===== config.mk =====
export PLATFORM = sky130hd
export DESIGN_NAME = mux4_rr_arbiter
export DESIGN_NICKNAME = d
export VERILOG_FILES = /design/src/rtl/mux4_arb_pkg.sv /design/src/rtl/rr_pick4.sv /design/src/rtl/mux4_rr_arbiter.sv
export SDC_FILE = /design/constraint.sdc
export NUM_CORES = 1
export LEC_CHECK = 0
export BUFFER_PORTS_ARGS = -buffer_cell sky130_fd_sc_hd__buf_4
export CELL_PAD_IN_SITES_DETAIL_PLACEMENT = 1
export CELL_PAD_IN_SITES_GLOBAL_PLACEMENT = 2
export CORE_MARGIN = 4
export CORE_UTILIZATION = 30
export CTS_CLUSTER_SIZE = 8
export DETAILED_ROUTE_END_ITERATION = 10
export PLACE_DENSITY_LB_ADDON = 0.25
export SLEW_MARGIN = 30
export SYNTH_ARGS = -nofsm -noshare
export SYNTH_HDL_FRONTEND = slang
export SYNTH_SLANG_ARGS = --single-unit

===== constraint.sdc =====
create_clock -name CLK -period 1.8 [get_ports CLK]
set_clock_uncertainty 0.05 [all_clocks]
set_input_delay 0.45 -clock CLK [delete_from_list [all_inputs] [get_ports CLK]]
set_output_delay 0.45 -clock CLK [all_outputs]
set_load 0.01 [all_outputs]

===== src/rtl/mux4_arb_pkg.sv =====
// Shared constants, state encoding and helpers for the MUX4 round-robin arbiter.
package mux4_arb_pkg;

    localparam int unsigned N_REQ = 4;
    localparam int unsigned SEL_W = 2;

    typedef enum logic {
        IDLE  = 1'b0,
        GRANT = 1'b1
    } arb_state_e;

    function automatic logic [N_REQ-1:0] onehot(input logic [SEL_W-1:0] idx);
        logic [N_REQ-1:0] v;
        v = '0;
        v[idx] = 1'b1;
        return v;
    endfunction

endpackage


===== src/rtl/rr_pick4.sv =====
// Combinational round-robin search: first set request at ptr, ptr+1, ptr+2, ptr+3 (mod 4).
module rr_pick4
    import mux4_arb_pkg::*;
(
    input  logic [N_REQ-1:0] req_i,
    input  logic [SEL_W-1:0] ptr_i,
    output logic             found_o,
    output logic [SEL_W-1:0] idx_o
);

    logic [SEL_W-1:0] cand;

    always_comb begin
        found_o = 1'b0;
        idx_o   = ptr_i;
        cand    = ptr_i;
        for (int unsigned k = 0; k < N_REQ; k++) begin
            cand = ptr_i + SEL_W'(k);
            if (!found_o && req_i[cand]) begin
                found_o = 1'b1;
                idx_o   = cand;
            end
        end
    end

endmodule


===== src/rtl/mux4_rr_arbiter.sv =====
// Four-requester round-robin arbiter with bounded hold time, driving the SEL of a shared MUX4.
module mux4_rr_arbiter
    import mux4_arb_pkg::*;
#(
    parameter int unsigned MAX_HOLD = 8
) (
    input  logic             CLK,
    input  logic             RST_N,
    input  logic [N_REQ-1:0] REQ,
    output logic [N_REQ-1:0] GNT,
    output logic [SEL_W-1:0] SEL,
    output logic             BUSY
);

    localparam int unsigned HCNT_W = $clog2(MAX_HOLD);
    localparam logic [HCNT_W-1:0] HOLD_LAST = HCNT_W'(MAX_HOLD - 1);

    arb_state_e       state_q, state_d;
    logic [N_REQ-1:0] gnt_q, gnt_d;
    logic [SEL_W-1:0] sel_q, sel_d;
    logic             busy_q, busy_d;
    logic [SEL_W-1:0] ptr_q, ptr_d;
    logic [HCNT_W-1:0] hcnt_q, hcnt_d;

    logic             pick_found;
    logic [SEL_W-1:0] pick_idx;
    logic             own_req;
    logic             issue;
    logic [SEL_W-1:0] win;

    // gnt_q is zero in IDLE, so masking it out only excludes the owner while granted
    rr_pick4 u_pick (
        .req_i   (REQ & ~gnt_q),
        .ptr_i   (ptr_q),
        .found_o (pick_found),
        .idx_o   (pick_idx)
    );

    assign own_req = |(REQ & gnt_q);

    always_comb begin
        state_d = state_q;
        gnt_d   = gnt_q;
        sel_d   = sel_q;
        ptr_d   = ptr_q;
        hcnt_d  = hcnt_q;
        issue   = 1'b0;
        win     = pick_idx;

        unique case (state_q)
            IDLE: begin
                if (pick_found) begin
                    issue = 1'b1;
                end
            end
            GRANT: begin
                if (own_req && (hcnt_q < HOLD_LAST)) begin
                    hcnt_d = hcnt_q + HCNT_W'(1);
                end else if (pick_found) begin
                    issue = 1'b1;
                end else if (own_req) begin
                    // Hold limit reached with nobody else waiting: re-grant the sole requester
                    issue = 1'b1;
                    win   = sel_q;
                end else begin
                    state_d = IDLE;
                    gnt_d   = '0;
                end
            end
            default: begin
                state_d = IDLE;
                gnt_d   = '0;
            end
        endcase

        if (issue) begin
            state_d = GRANT;
            gnt_d   = onehot(win);
            sel_d   = win;
            ptr_d   = win + SEL_W'(1);
            hcnt_d  = '0;
        end

        busy_d = |gnt_d;
    end

    always_ff @(posedge CLK or negedge RST_N) begin
        if (!RST_N) begin
            state_q <= IDLE;
            gnt_q   <= '0;
            sel_q   <= '0;
            busy_q  <= 1'b0;
            ptr_q   <= '0;
            hcnt_q  <= '0;
        end else begin
            state_q <= state_d;
            gnt_q   <= gnt_d;
            sel_q   <= sel_d;
            busy_q  <= busy_d;
            ptr_q   <= ptr_d;
            hcnt_q  <= hcnt_d;
        end
    end

    assign GNT  = gnt_q;
    assign SEL  = sel_q;
    assign BUSY = busy_q;

endmodule

# After elaboration in Yosys (flattened, before gate mapping)
# Index checks and enable logic that the tools add are counted.
[classes]
addsub = 5
n_lt_le_gt_ge = 7
muxes = 37
n_bitwise = 4
n_reduce_logical = 13
[op_table]
columns = ["op", "n"]
rows = [
  ["2-to-1 mux 4 bit", 5],
  ["2-to-1 mux 1 bit", 16],
  ["less-than comparator 2 x 3 -> 1 bit, second input constant", 5],
  ["2-to-1 mux 2 bit", 7],
  ["2-to-1 mux 3 bit", 3],
  ["bitwise AND 4 bit", 2],
  ["binary-select mux 1 bit (select 2 bit)", 4],
  ["OR reduction 4 bit", 2],
  ["logical AND 1 bit", 5],
  ["adder 2 x 1 -> 2 bit, second input constant", 2],
  ["adder 2 bit, second input constant", 2],
  ["NOT 4 bit", 1],
  ["nonzero test 2 bit", 2],
  ["adder 3 x 1 -> 3 bit, second input constant", 1],
  ["logical NOT 1 bit", 3],
  ["less-than comparator 3 bit, second input constant", 1],
  ["demux 1 bit (select 2 bit)", 1],
  ["greater-or-equal comparator 2 x 1 -> 1 bit, second input constant", 1],
  ["one-hot mux 1 bit (2 select lines)", 1],
  ["AND reduction 2 bit", 1],
  ["NOT 1 bit", 1],
]
[word_totals]
ff_bits = 13
in_bits = 6

# Depth between registers and ports, before layout
[depth]
depth_word = 24
depth_mapped = 7
depth_no_buf = 6

# By module
# From an unflattened synthesis, not the netlist that was laid out.
[hier_totals]
hier_cells = 91
hier_area_um2 = 819.5
[modules_own_cells]
columns = ["module", "n_inst", "cells_each", "area_each_um2", "seq_area_each_um2"]
rows = [
  ["mux4_rr_arbiter", 1, 75, 723.2, 325.3],
  ["rr_pick4", 1, 16, 96.3, 0.0],
]

# Least setup slack after synthesis
# No wires, ideal clock.
[synth_timing]
path_kind = "flip-flop to flip-flop"
start = "register gnt_q[1], in the netlist GNT[1]"
end = "register ptr_q[1]"
setup_ns = 0.126
t_arrival_ns = 1.671
required_time_ns = 1.624
slack_ns = -0.048
path_stages_with_launch = 7
path_buffers = 0
path_cell_list = "dfrtp_1 nand2b_4 a211o_1 a22o_1 a21boi_2 nand2_2 a311o_1"
[synth_via]
elab_chain_len = 19
elab_cells_between_ends = 36
cone_classes = "1 x add/sub; 24 x mux; 3 x bitwise; 8 x reduce/logical"
[synth_rtl]
columns = ["element", "line", "text"]
rows = [
  ["from (decl)", "mux4_rr_arbiter.sv:19", "logic [N_REQ-1:0] gnt_q, gnt_d;"],
  ["from (signal assigned)", "mux4_rr_arbiter.sv:97", "gnt_q <= gnt_d;"],
  ["NOT 4 bit", "mux4_rr_arbiter.sv:33", ".req_i (REQ & ~gnt_q),"],
  ["bitwise AND 4 bit", "mux4_rr_arbiter.sv:33", ""],
  ["binary-select mux 1 bit (select 2 bit)", "rr_pick4.sv:19", "if (!found_o && req_i[cand]) begin"],
  ["2-to-1 mux 1 bit (not written as such)", "rr_pick4.sv:19", ""],
  ["2-to-1 mux 1 bit", "rr_pick4.sv:19", ""],
  ["logical NOT 1 bit", "rr_pick4.sv:19", ""],
  ["logical AND 1 bit", "rr_pick4.sv:19", ""],
  ["2-to-1 mux 1 bit", "rr_pick4.sv:19", ""],
  ["[3 not listed]", "-", ""],
  ["logical NOT 1 bit", "rr_pick4.sv:19", ""],
  ["logical AND 1 bit", "rr_pick4.sv:19", ""],
  ["2-to-1 mux 2 bit", "rr_pick4.sv:19", ""],
  ["2-to-1 mux 2 bit", "mux4_rr_arbiter.sv:61", "end else if (own_req) begin"],
  ["2-to-1 mux 2 bit", "mux4_rr_arbiter.sv:59", "end else if (pick_found) begin"],
  ["2-to-1 mux 2 bit", "mux4_rr_arbiter.sv:57", "if (own_req && (hcnt_q < HOLD_LAST)) begin"],
  ["2-to-1 mux 2 bit", "mux4_rr_arbiter.sv:50", "unique case (state_q)"],
  ["adder 2 x 1 -> 2 bit", "mux4_rr_arbiter.sv:80", "ptr_d = win + SEL_W'(1);"],
  ["to (signal assigned)", "mux4_rr_arbiter.sv:100", "ptr_q <= ptr_d;"],
  ["to (decl)", "mux4_rr_arbiter.sv:22", "logic [SEL_W-1:0] ptr_q, ptr_d;"],
]
# Several ways; a longest one is shown, not always the timed one. The select of a mux whose other input is x is not followed.
# A chain may end at the register's enable or synchronous reset.

# Worst setup path after layout
[layout_timing]
start = "register gnt_q[3], in the netlist GNT[3]"
end = "register ptr_q[1]"
# The elaborated chain is that of the path after synthesis.

==> impl_metrics.tcl <==
set metrics [dict create \
    status "finished with violations" \
    violations "negative setup slack" \
    clkPwrFrac 0.099 \
    holdCritPathClass "in2async" \
    num_rows 17 \
    comb_power_share 0.625 \
    fin_ws_ps -42.3 \
    num-fill-cells 285 \
    yosysTopAreaCell "dfrtp_1" \
    grt_max_degree 14 \
    criticalPathCategory "reg2reg" \
    gp_congestion 0.735 \
    seqPwrFrac 0.276 \
    num-nets-final 122 \
    grt_pass1_vias 850 \
    clock_latency_ps 280 \
    clk_pin_slew_worst_paths_ps 80 \
    hold_slack_ps 493 \
    grt_util_all_layers 0.160 \
    clock-sinks 13 \
    ys_ff_latch 13 \
    area_growth_pct 46.4 \
    synth_warnings 0 \
    h-tree-depth 1 \
    n_antenna_cell 0 \
    portBuffers 12 \
    leakage_nw 0.552 \
    worst_pin_slew_ps 300 \
    synth.top_cell.area_share 0.431 \
    synth_edf_count 0 \
    vias_per_cell 5.20 \
    avgRoutedWirePerCell_microns 16.2 \
    max_freq_mhz 543 \
    worstPathMaxFanout 4 \
    initial_utilization 0.328 \
    drt_iter0_drc 5 \
    crit_chain "a22o_1, o21a_2, and3_4, a22oi_2, nor2_2, a311o_1" \
    synthesis.instances 75 \
    die_x_microns 58.2 \
    mostFrequentLayoutCell "buf_4" \
    die-area_sq_um 3380 \
    cp_slowest_stage_delay_ps 440 \
    seq_area_frac_synth 0.431 \
    synthTopCellsByArea "dfrtp_1, nand2_1, nand3_1" \
    slew_headroom 0.797 \
    synthesis.area_sq_um 754 \
    max_cap_viol_count 0 \
    switchingPower_w 0.000762 \
    clockBufferDepth 2 \
    worstPathRequired_ps 1920 \
    die_y_microns 58.2 \
    vias 739 \
    drc 0 \
    cp.arrival_ps 1960 \
    r2r_start "GNT[3]" \
    dpl.hpwl_mm 1.87 \
    slowest_stage "dfrtp_2" \
    globalRoute.totalOverflow 0 \
    root_buffer "clkbuf_4" \
    most-common-layout-cells "buf_4, dfrtp_1, nand2_1" \
    swShare 0.397 \
    placed_cell_area_sq_um 1020 \
    r2r-end "ptr_q[1]" \
    rsz0062_at_grt "yes" \
    ir_drop_v 0.000819 \
    ys.flop_type "dfrtp_1" \
    maxSlewViolCount 0 \
    min_period_over_period 1.02 \
    cts_tree "done" \
    reg2reg_depth 6 \
    dr.pass1.iters 2 \
    ant_nets 0 \
    antenna_found_initial 0 \
    layout-drive-gt1-share 0.482 \
    routed_wl_mm 2.31 \
    startpoint_type "flop" \
    pwr_density_cell_nw_per_um2 1740 \
    numCtsBuffers 3 \
    synth.distinct_cells 31 \
    ios 13 \
    hold_viol 0 \
    p_int_w 0.00116 \
    end_kind "flop" \
    dp_slack_ps -246 \
    core_area_sq_um 2300 \
    synthArstFlopShare 1.00 \
    syn_nets 82 \
    setup_viol 1 \
    rrSetupSlack_ps -40 \
    fin_crit_ps 1840 \
    stdcell_area_sq_um 1100 \
    grt_pass1_wl_mm 4.08 \
    synth_area_per_cell_sq_um 10.1 \
]
## worst max-delay path: cells and delay by family (launching register included)
| kind | cells | cell delay [ps] |
|---|---|---|
| AO/OA/AOI/OAI | 4 | 1000 |
| flip-flops | 1 | 440 |
| AND/OR/NAND/NOR | 2 | 230 |
## state kept, by name, indices dropped and copies added (netlist names)
| signal | cells |
|---|---|
| SEL | 2 |
| hcnt_q | 3 |
| GNT | 4 |
| ptr_q | 2 |
| state_q | 1 |
| BUSY | 1 |
## cells by family after synthesis
family,synth area share
simple gates,0.247
buf+inv,0.0298
fa+ha+maj,0.0166
xor+xnor,0.0116
flops,0.431
compound gates,0.264
## power by group through the flow
stage	registers, W	clock network (W)	logic, W
floorplan	0.000553	0	0.000529
global placement	0.000537	0	0.00106
detailed placement	0.000539	0	0.00111
CTS	0.000533	0.000194	0.00118
global route	0.000550	0.000222	0.00133
finish	0.000530	0.000190	0.00120
## layout make-up
cell class / count / area (sq um) / area share
clock buffer: 4 / 26.3 / 0.0238
tap: 28 / 35.0 / 0.0317
sequential: 13 / 328 / 0.297
inverter: 3 / 11.3 / 0.0102
multi-input combinational: 58 / 432 / 0.391
timing repair buffer: 36 / 273 / 0.247
## through the flow
stage	setup TNS [ps]	utilization	power [W]	instances
after floorplan	0	-	0.00108	75
after global placement	-536	0.444	0.00160	133
after detailed placement	-790	0.444	0.00165	133
after CTS	-69.3	0.473	0.00191	141
after global routing	-264	0.481	0.00210	142
final	-42.3	0.481	0.00192	142
## how the worst max path moves through the flow
stage / slack (ps) / end / startpoint / depth (start not counted)
after global placement: -200 / ptr_q[1] / REQ[2] / 7
after detailed placement: -250 / ptr_q[1] / REQ[2] / 7
after CTS: -60 / ptr_q[1] / GNT[3] / 6
final: -40 / ptr_q[1] / GNT[3] / 6
after floorplan: 8 / ptr_q[1] / GNT[1] / 7
after global routing: -140 / ptr_q[1] / GNT[3] / 6
## routing by layer
metal	up-vias	track usage	share of wire
li1	355	-	-
met1	371	0.165	0.41
met2	10	0.316	0.55
met3	3	0.0468	0.033
met4	0	0.0298	0.0048
met5	-	0	0
## synthesized netlist by cell type, types with 2 or more instances
| cell type | n |
|---|---|
| dfrtp_1 | 13 |
| nand2_1 | 11 |
| nand3_1 | 8 |
| a22o_1 | 3 |
| inv_1 | 3 |
| nand2b_1 | 3 |
| o21ai_0 | 3 |
| o21ai_1 | 3 |
| a21o_1 | 2 |
| a21oi_1 | 2 |
| nand2b_4 | 2 |
| nor2b_1 | 2 |
| o21a_1 | 2 |
## repair_timing
action,in CTS,in global routing
endpoints found under the setup margin,2,5
setup buffers,3,1
pin swaps,4,2
hold buffers,1,0
gates cloned,0,0
endpoints found under the hold margin,13,0
resized for setup,3,3
(Power assumes the default switching activity.)
